<file path="config.mk">
export PLATFORM = sky130hd
export DESIGN_NAME = booth_datapath
export DESIGN_NICKNAME = d
export VERILOG_FILES = /design/src/rtl/booth_datapath.sv
export SDC_FILE = /design/constraint.sdc
export NUM_CORES = 1
export LEC_CHECK = 0
export ABC_AREA = 1
export CAP_MARGIN = 15
export CELL_PAD_IN_SITES_DETAIL_PLACEMENT = 0
export CELL_PAD_IN_SITES_GLOBAL_PLACEMENT = 1
export CORE_ASPECT_RATIO = 0.6
export CORE_MARGIN = 2
export CORE_UTILIZATION = 40
export CTS_BUF_LIST = sky130_fd_sc_hd__clkbuf_2 sky130_fd_sc_hd__clkbuf_4 sky130_fd_sc_hd__clkbuf_8
export DETAILED_ROUTE_END_ITERATION = 10
export PLACE_DENSITY = 0.8
export SYNTH_ARGS = -nofsm -noshare
export SYNTH_HDL_FRONTEND = slang
export SYNTH_SLANG_ARGS = --single-unit
</file>
<file path="constraint.sdc">
create_clock -name clk -period 2.2 [get_ports clk]
set_input_delay 0.55 -clock clk [delete_from_list [all_inputs] [get_ports clk]]
set_output_delay 0.55 -clock clk [all_outputs]
set_load 0.05 [all_outputs]
</file>
<file path="src/rtl/booth_datapath.sv">
// ---------------------------------------------------------------------------
// booth_datapath
//
// Register datapath for a radix-2 Booth multiplier. It holds the M, A, Q and
// Qprev registers and obeys the control strobes from the multiplier FSM. It
// returns the current Booth bit pair to the FSM. On a mult_DONE rising edge it
// captures the signed 2N-bit product.
//
// Ports
//   clk           rising-edge clock
//   reset         asynchronous active-low reset; clears every register
//   multiplicand  N-bit operand, loaded into M on load_M
//   multiplier    N-bit operand, loaded into Q on load_Q
//   load_M        M <= multiplicand
//   load_Q        Q <= multiplier
//   reset_A       A <= 0
//   reset_Qprev   Qprev <= 0
//   add_M         A <= A + M
//   subs_M        A <= A - M
//   shift_all     arithmetic right shift of {A,Q,Qprev}, fused after add/sub
//   mult_DONE     completion level from the FSM; its rising edge captures
//   Qo_Qprev      {Q[0], Qprev}, combinational from the registers
//   product       signed 2N-bit product, held until the next capture
//   product_valid one-cycle pulse in the cycle where product has just updated
//   ctrl_err      one-cycle pulse after an illegal control combination
//
// Handshake: product_valid is a push-only strobe with no ready. The consumer
// must take product in the single cycle that product_valid is high. After
// that, product stays stable until the next capture, so a late reader still
// sees the same value.
// ---------------------------------------------------------------------------
module booth_datapath #(
    parameter int N = 8
) (
    input  logic             clk,
    input  logic             reset,
    input  logic [N-1:0]     multiplicand,
    input  logic [N-1:0]     multiplier,
    input  logic             load_M,
    input  logic             load_Q,
    input  logic             reset_A,
    input  logic             reset_Qprev,
    input  logic             add_M,
    input  logic             subs_M,
    input  logic             shift_all,
    input  logic             mult_DONE,
    output logic [1:0]       Qo_Qprev,
    output logic [2*N-1:0]   product,
    output logic             product_valid,
    output logic             ctrl_err
);

    logic [N-1:0] m_reg;
    logic [N-1:0] q_reg;
    logic [N:0]   a_reg;      // one extra bit so that A - (-2^(N-1)) fits
    logic         qprev_reg;
    logic         mult_done_q;

    logic [N:0]   m_ext;
    logic [N:0]   a_arith;    // A after the add/sub priority rules (A')
    logic         init_any;
    logic         addsub_err;
    logic         do_shift;
    logic         done_rise;

    assign m_ext     = {m_reg[N-1], m_reg};
    assign init_any  = load_M | load_Q | reset_A | reset_Qprev;
    // reset_A outranks the add/sub conflict, so that case is not an error
    assign addsub_err = add_M & subs_M & ~reset_A;
    // init strobes suppress a concurrent shift
    assign do_shift  = shift_all & ~init_any;
    assign done_rise = mult_DONE & ~mult_done_q;

    assign Qo_Qprev  = {q_reg[0], qprev_reg};

    always_comb begin
        a_arith = a_reg;
        if (reset_A) begin
            a_arith = '0;
        end else if (add_M && subs_M) begin
            a_arith = a_reg;
        end else if (add_M) begin
            a_arith = a_reg + m_ext;
        end else if (subs_M) begin
            a_arith = a_reg - m_ext;
        end
    end

    always_ff @(posedge clk or negedge reset) begin
        if (!reset) begin
            m_reg     <= '0;
            q_reg     <= '0;
            a_reg     <= '0;
            qprev_reg <= 1'b0;
        end else begin
            if (load_M) begin
                m_reg <= multiplicand;
            end
            if (do_shift) begin
                a_reg     <= {a_arith[N], a_arith[N:1]};
                q_reg     <= {a_arith[0], q_reg[N-1:1]};
                qprev_reg <= q_reg[0];
            end else begin
                a_reg <= a_arith;
                if (load_Q) begin
                    q_reg <= multiplier;
                end
                if (reset_Qprev) begin
                    qprev_reg <= 1'b0;
                end
            end
        end
    end

    always_ff @(posedge clk or negedge reset) begin
        if (!reset) begin
            ctrl_err <= 1'b0;
        end else begin
            ctrl_err <= addsub_err | (shift_all & init_any);
        end
    end

    // Edge detect on mult_DONE. The history register clears on reset, so a
    // level that is already high at reset release counts as a rising edge.
    always_ff @(posedge clk or negedge reset) begin
        if (!reset) begin
            mult_done_q   <= 1'b0;
            product       <= '0;
            product_valid <= 1'b0;
        end else begin
            mult_done_q   <= mult_DONE;
            product_valid <= done_rise;
            if (done_rise) begin
                product <= {a_reg[N-1:0], q_reg};
            end
        end
    end

endmodule

</file>
==> After elaboration in Yosys (flattened, before gate mapping) <==
Cells that the tools add are included.
{ "classes": {"n_addsub": 2, "muxes": 9, "bitwise": 12, "n_reduce_logical": 3} }
{ "ops": {"columns": ["op", "count"], "rows": [
  ["9-bit two-way mux", 4],
  ["8-bit two-way mux", 3],
  ["9-bit adder", 1],
  ["9-bit subtractor", 1],
  ["1-bit bitwise AND", 5],
  ["1-bit bitwise OR", 4],
  ["2-bit nonzero test", 2],
  ["1-bit NOT", 3],
  ["1-bit two-way mux", 2],
  ["1-bit logical AND", 1]
]} }
{ "totals": {"register_bits": 45, "in_bits": 26, "out_inout_bits": 20, "wordCells": 34} }

==> Depth between registers and ports, before layout <==
{ "logic_depth": {"word_depth": 6, "ltp_mapped": 14, "mapped_depth_nobuf": 14} }

==> Least setup slack after synthesis <==
OpenSTA, ideal clock, no wires.
{ "synth_timing": {"kind": "reg-to-reg", "start": "register a_reg[0]", "end": "register a_reg[7]", "setup_ps": 116, "arrival_time_ps": 1607, "t_required_ps": 2084, "setup_slack_ps": 476, "stages_incl_launch_ff": 15, "n_path_buf": 0, "synth_period_minus_slack_ps": 1724, "path_cell_list": "dfrtp_1 > inv_1 > ha_1 > inv_1 > fa_1 > nand2_1 > nand2_1 > nand3_1 > nand2_1 > nand2_1 > nand3_1 > nand3_1 > nand2_2 > nand2_1 > nand2_1"} }
{ "synth_between": {"elab_chain_len": 6, "word_cells_on_any_way": 7, "classes_between": "add/sub (2); mux (5)"} }
{ "synth_rtl": {"columns": ["item", "line", "text"], "rows": [
  ["from (decl)", "55", "logic [N:0] a_reg;"],
  ["from (signal assigned)", "100", "a_reg <= {a_arith[N], a_arith[N:1]};"],
  ["from (signal assigned)", "104", "a_reg <= a_arith;"],
  ["9-bit subtractor", "85", "a_arith = a_reg - m_ext;"],
  ["9-bit two-way mux", "84", "end else if (subs_M) begin"],
  ["9-bit two-way mux (*)", "82", "end else if (add_M) begin"],
  ["9-bit two-way mux (*)", "80", "end else if (add_M && subs_M) begin"],
  ["9-bit two-way mux (*)", "78", "if (reset_A) begin"],
  ["named net a_arith[8]", "60", "logic [N:0] a_arith;"],
  ["8-bit two-way mux (*)", "99", "if (do_shift) begin"]
]} }
The timed path passes the listed nets; every way through them passes the cells marked *.
A chain may end at the register's enable or synchronous reset.

==> Worst setup path in the final report <==
{ "layout_timing": {"start": "register qprev_reg", "end": "output Qo_Qprev[0]"} }
{ "layout_rtl": {"columns": ["item", "line", "text"], "rows": [
  ["from (decl)", "56", "logic qprev_reg;"],
  ["from (signal assigned)", "102", "qprev_reg <= q_reg[0];"],
  ["to (decl)", "47", "output logic [1:0] Qo_Qprev,"]
]} }
No word-level cell between the ends.

==> metrics.txt <==
status complete, no violations; register area share after synthesis 40.6%; GRT Overall Usage 19.2%; DRC 0; buffers plus inverters on the worst setup path 1; Setup Fix Bufs, Post-CTS 0; Slew headroom between 60% and 70%; core footprint 6680 µm²; largest net degree at the start of global routing 46; final setup violation count 0; dpl hpwl roughly 5400 µm; Initial Util 41.5%; H-tree depth 2; Pleak 1.73 nW; post-synthesis cell count ~370; routed wire length ~7000 µm; DIE AREA 7630 µm²; slowest cell delay on critical path 0.81 ns; syn_nets slightly above 400; gr ovfl total 0; average cell area after synthesis 7.53 µm²; wire length per cell 13.7 µm; worst-path cell chain clkdlybuf4s50_1; global-route wire length before repair 11100 µm; # fillers 670; Final Power 2.65 mW; area of the multi-input gates 1350 µm²; Final Skew 0.00617 ns; layout cells sized above 1 9.09%; WP data arrival 1.49 ns; final hold vios 0; Vias/cell approximately 4.8; max reg flops 16; clock tree buffer depth 2; f_max 490 MHz; dpl cells 497; crit path max fanout 2; Fin Setup TNS 0 ns; Routability Congestion 0.840; vias in the first global route 2187; initial antenna violation count 0; # resized after CTS 0; Peak VDD IR 0.469 mV; Reg area between 1000 and 1500 µm²; # nets final 461; Synthesis Warnings 0; TritonCTS buffer count 5; row count 23; CP required 1.65 ns; Layout Cells excl Fill 505; CTS tree yes; vias 2406; area delta synth->final 23.9%; FF+latch count, synth 45; diode count 0; Max Slew Vio Count 0; Worst-Margin Slew 0.578 ns; mapped cell area 2770 µm²; Synth cell types 31; initial drt markers 83; clock net sink count 45; CP Capture Type primary output; slowest CP cell clkdlybuf4s50_1; Reg clk slew, reported paths 0.09 ns; post-route ant nets 0; Worst Hold Class input port to asynchronous set/reset pin; port bufs between 40 and 50; startpoint types flip-flop; RSZ-0062 raised after global routing no; pwr/cell area about 770 nW/µm²; CP delay by family, top buffers and inverters; Post-CTS Hold Buffers 0; post-layout minimum cycle time 2.04 ns; Clk Latency, worst-skew pair 0.31 ns; Final Cycle Share between 90% and 100%; IO Pins 46; Die Ht around 70 µm; WS Path Type flip-flop to primary output; die width around 110 µm; # Max-Cap Violations 0; Root Buffer clkbuf_8; drt first pass iters 4
[layer usage]
layer / vias up / GRT usage, % / part of all wire (%)
met5: - / 0 / 0
met4: 0 / 3.70 / 0.58
met3: 5 / 4.34 / 5.0
met2: 52 / 25.7 / 38
met1: 1085 / 30.7 / 57
li1: 1264 / - / -
[power by group]
part / total, mW / internal [mW] / switching, mW
clock network: 0.677 / 0.370 / 0.307
logic: 0.976 / 0.343 / 0.633
registers: 1.00 / 0.928 / 0.0732
total: 2.65 / 1.64 / 1.01
[cells by family after synthesis]
group / share of synthesized area (%)
AND/OR/NAND/NOR: 25.8
buffers and inverters: 10.7
AO/OA/AOI/OAI: 13.2
flip-flops: 40.6
adder cells (fa/ha/maj): 8.67
XOR/XNOR: 0.632
multiplexers: 0.406
[synth_stat cells (all sizes together)]
cell type  count  area [µm²]
nand2        113         439
inv           56         210
dfrtp         45        1130
o21ai         38         190
nand3         30         150
nor2          20        87.6
ha            16         200
a21oi         14        85.1
buf            9        71.3
a22oi          7        52.6
clkbuf         4        15.0
o211ai         3        22.5
and2           2        12.5
fa             2        40.0
xor2           2        17.5
a211oi         1        7.51
mux2           1        11.3
nand3b         1        7.51
nand4          1        6.26
nor3           1        5.00
o21bai         1        7.51
or2            1        6.26
[worst register-to-register path, cell delays in order (launching register included)]
cell     delay, ns
dfrtp_1       0.41
inv_1         0.08
ha_1          0.14
inv_1         0.06
fa_1          0.39
nand2_1       0.09
nand2_1       0.13
nand3_1       0.14
nand2_1       0.06
nand2_1       0.06
nand3_1       0.06
nand3_1       0.11
nand2_2       0.06
nand2_1       0.05
nand2_1       0.05
[path summary, 6_finish.rpt]
kind                            slack (ns)       endpoint  cells after the start   startpoint
min in group clk                      0.41  product_valid                      1  mult_done_q
worst min register to register        0.41  product_valid                      1  mult_done_q
worst min-delay path                  0.31       m_reg[3]                      2        reset
max in group asynchronous             1.49     product[2]                      2        reset
worst max-delay path                  0.16    Qo_Qprev[0]                      1    qprev_reg
worst max register to register        0.21       a_reg[7]                     14     a_reg[0]
[through the flow]
step,utilization (%),instance area (µm²),hold WS [ns],setup slack [ns]
6_report,51.4,3430,0.310,0.161
5_1_grt,51.4,3430,0.375,0.0499
4_1_cts,51.4,3430,0.342,0.149
3_5_place_dp,49.6,3310,0.402,0.145
3_3_place_gp,49.6,3310,0.396,0.201
2_1_floorplan,-,2770,0.254,0.476
[cells in the final DEF, fill, tap and decap left out, types with 2 or more instances in the layout]
master / instances
nand2_1: 107
inv_1: 49
dfrtp_1: 45
clkdlybuf4s50_1: 44
nand3_1: 30
o21ai_0: 29
nor2_1: 17
ha_1: 16
a21oi_1: 12
buf_4: 10
o21ai_1: 9
inv_2: 7
a22oi_1: 7
nand2_2: 6
clkbuf_8: 6
o211ai_1: 3
nor2_2: 2
xor2_1: 2
fa_1: 2
[cell type report]
cell class,instances,share of cell area (%)
Sequential cell,45,32.8
Clock buffer,6,2.40
Inverter,56,6.12
Clock inverter,2,1.09
Multi-Input combinational cell,254,39.3
Tap cell,87,3.17
Timing Repair Buffer,55,15.2
(Power assumes the default switching activity.)
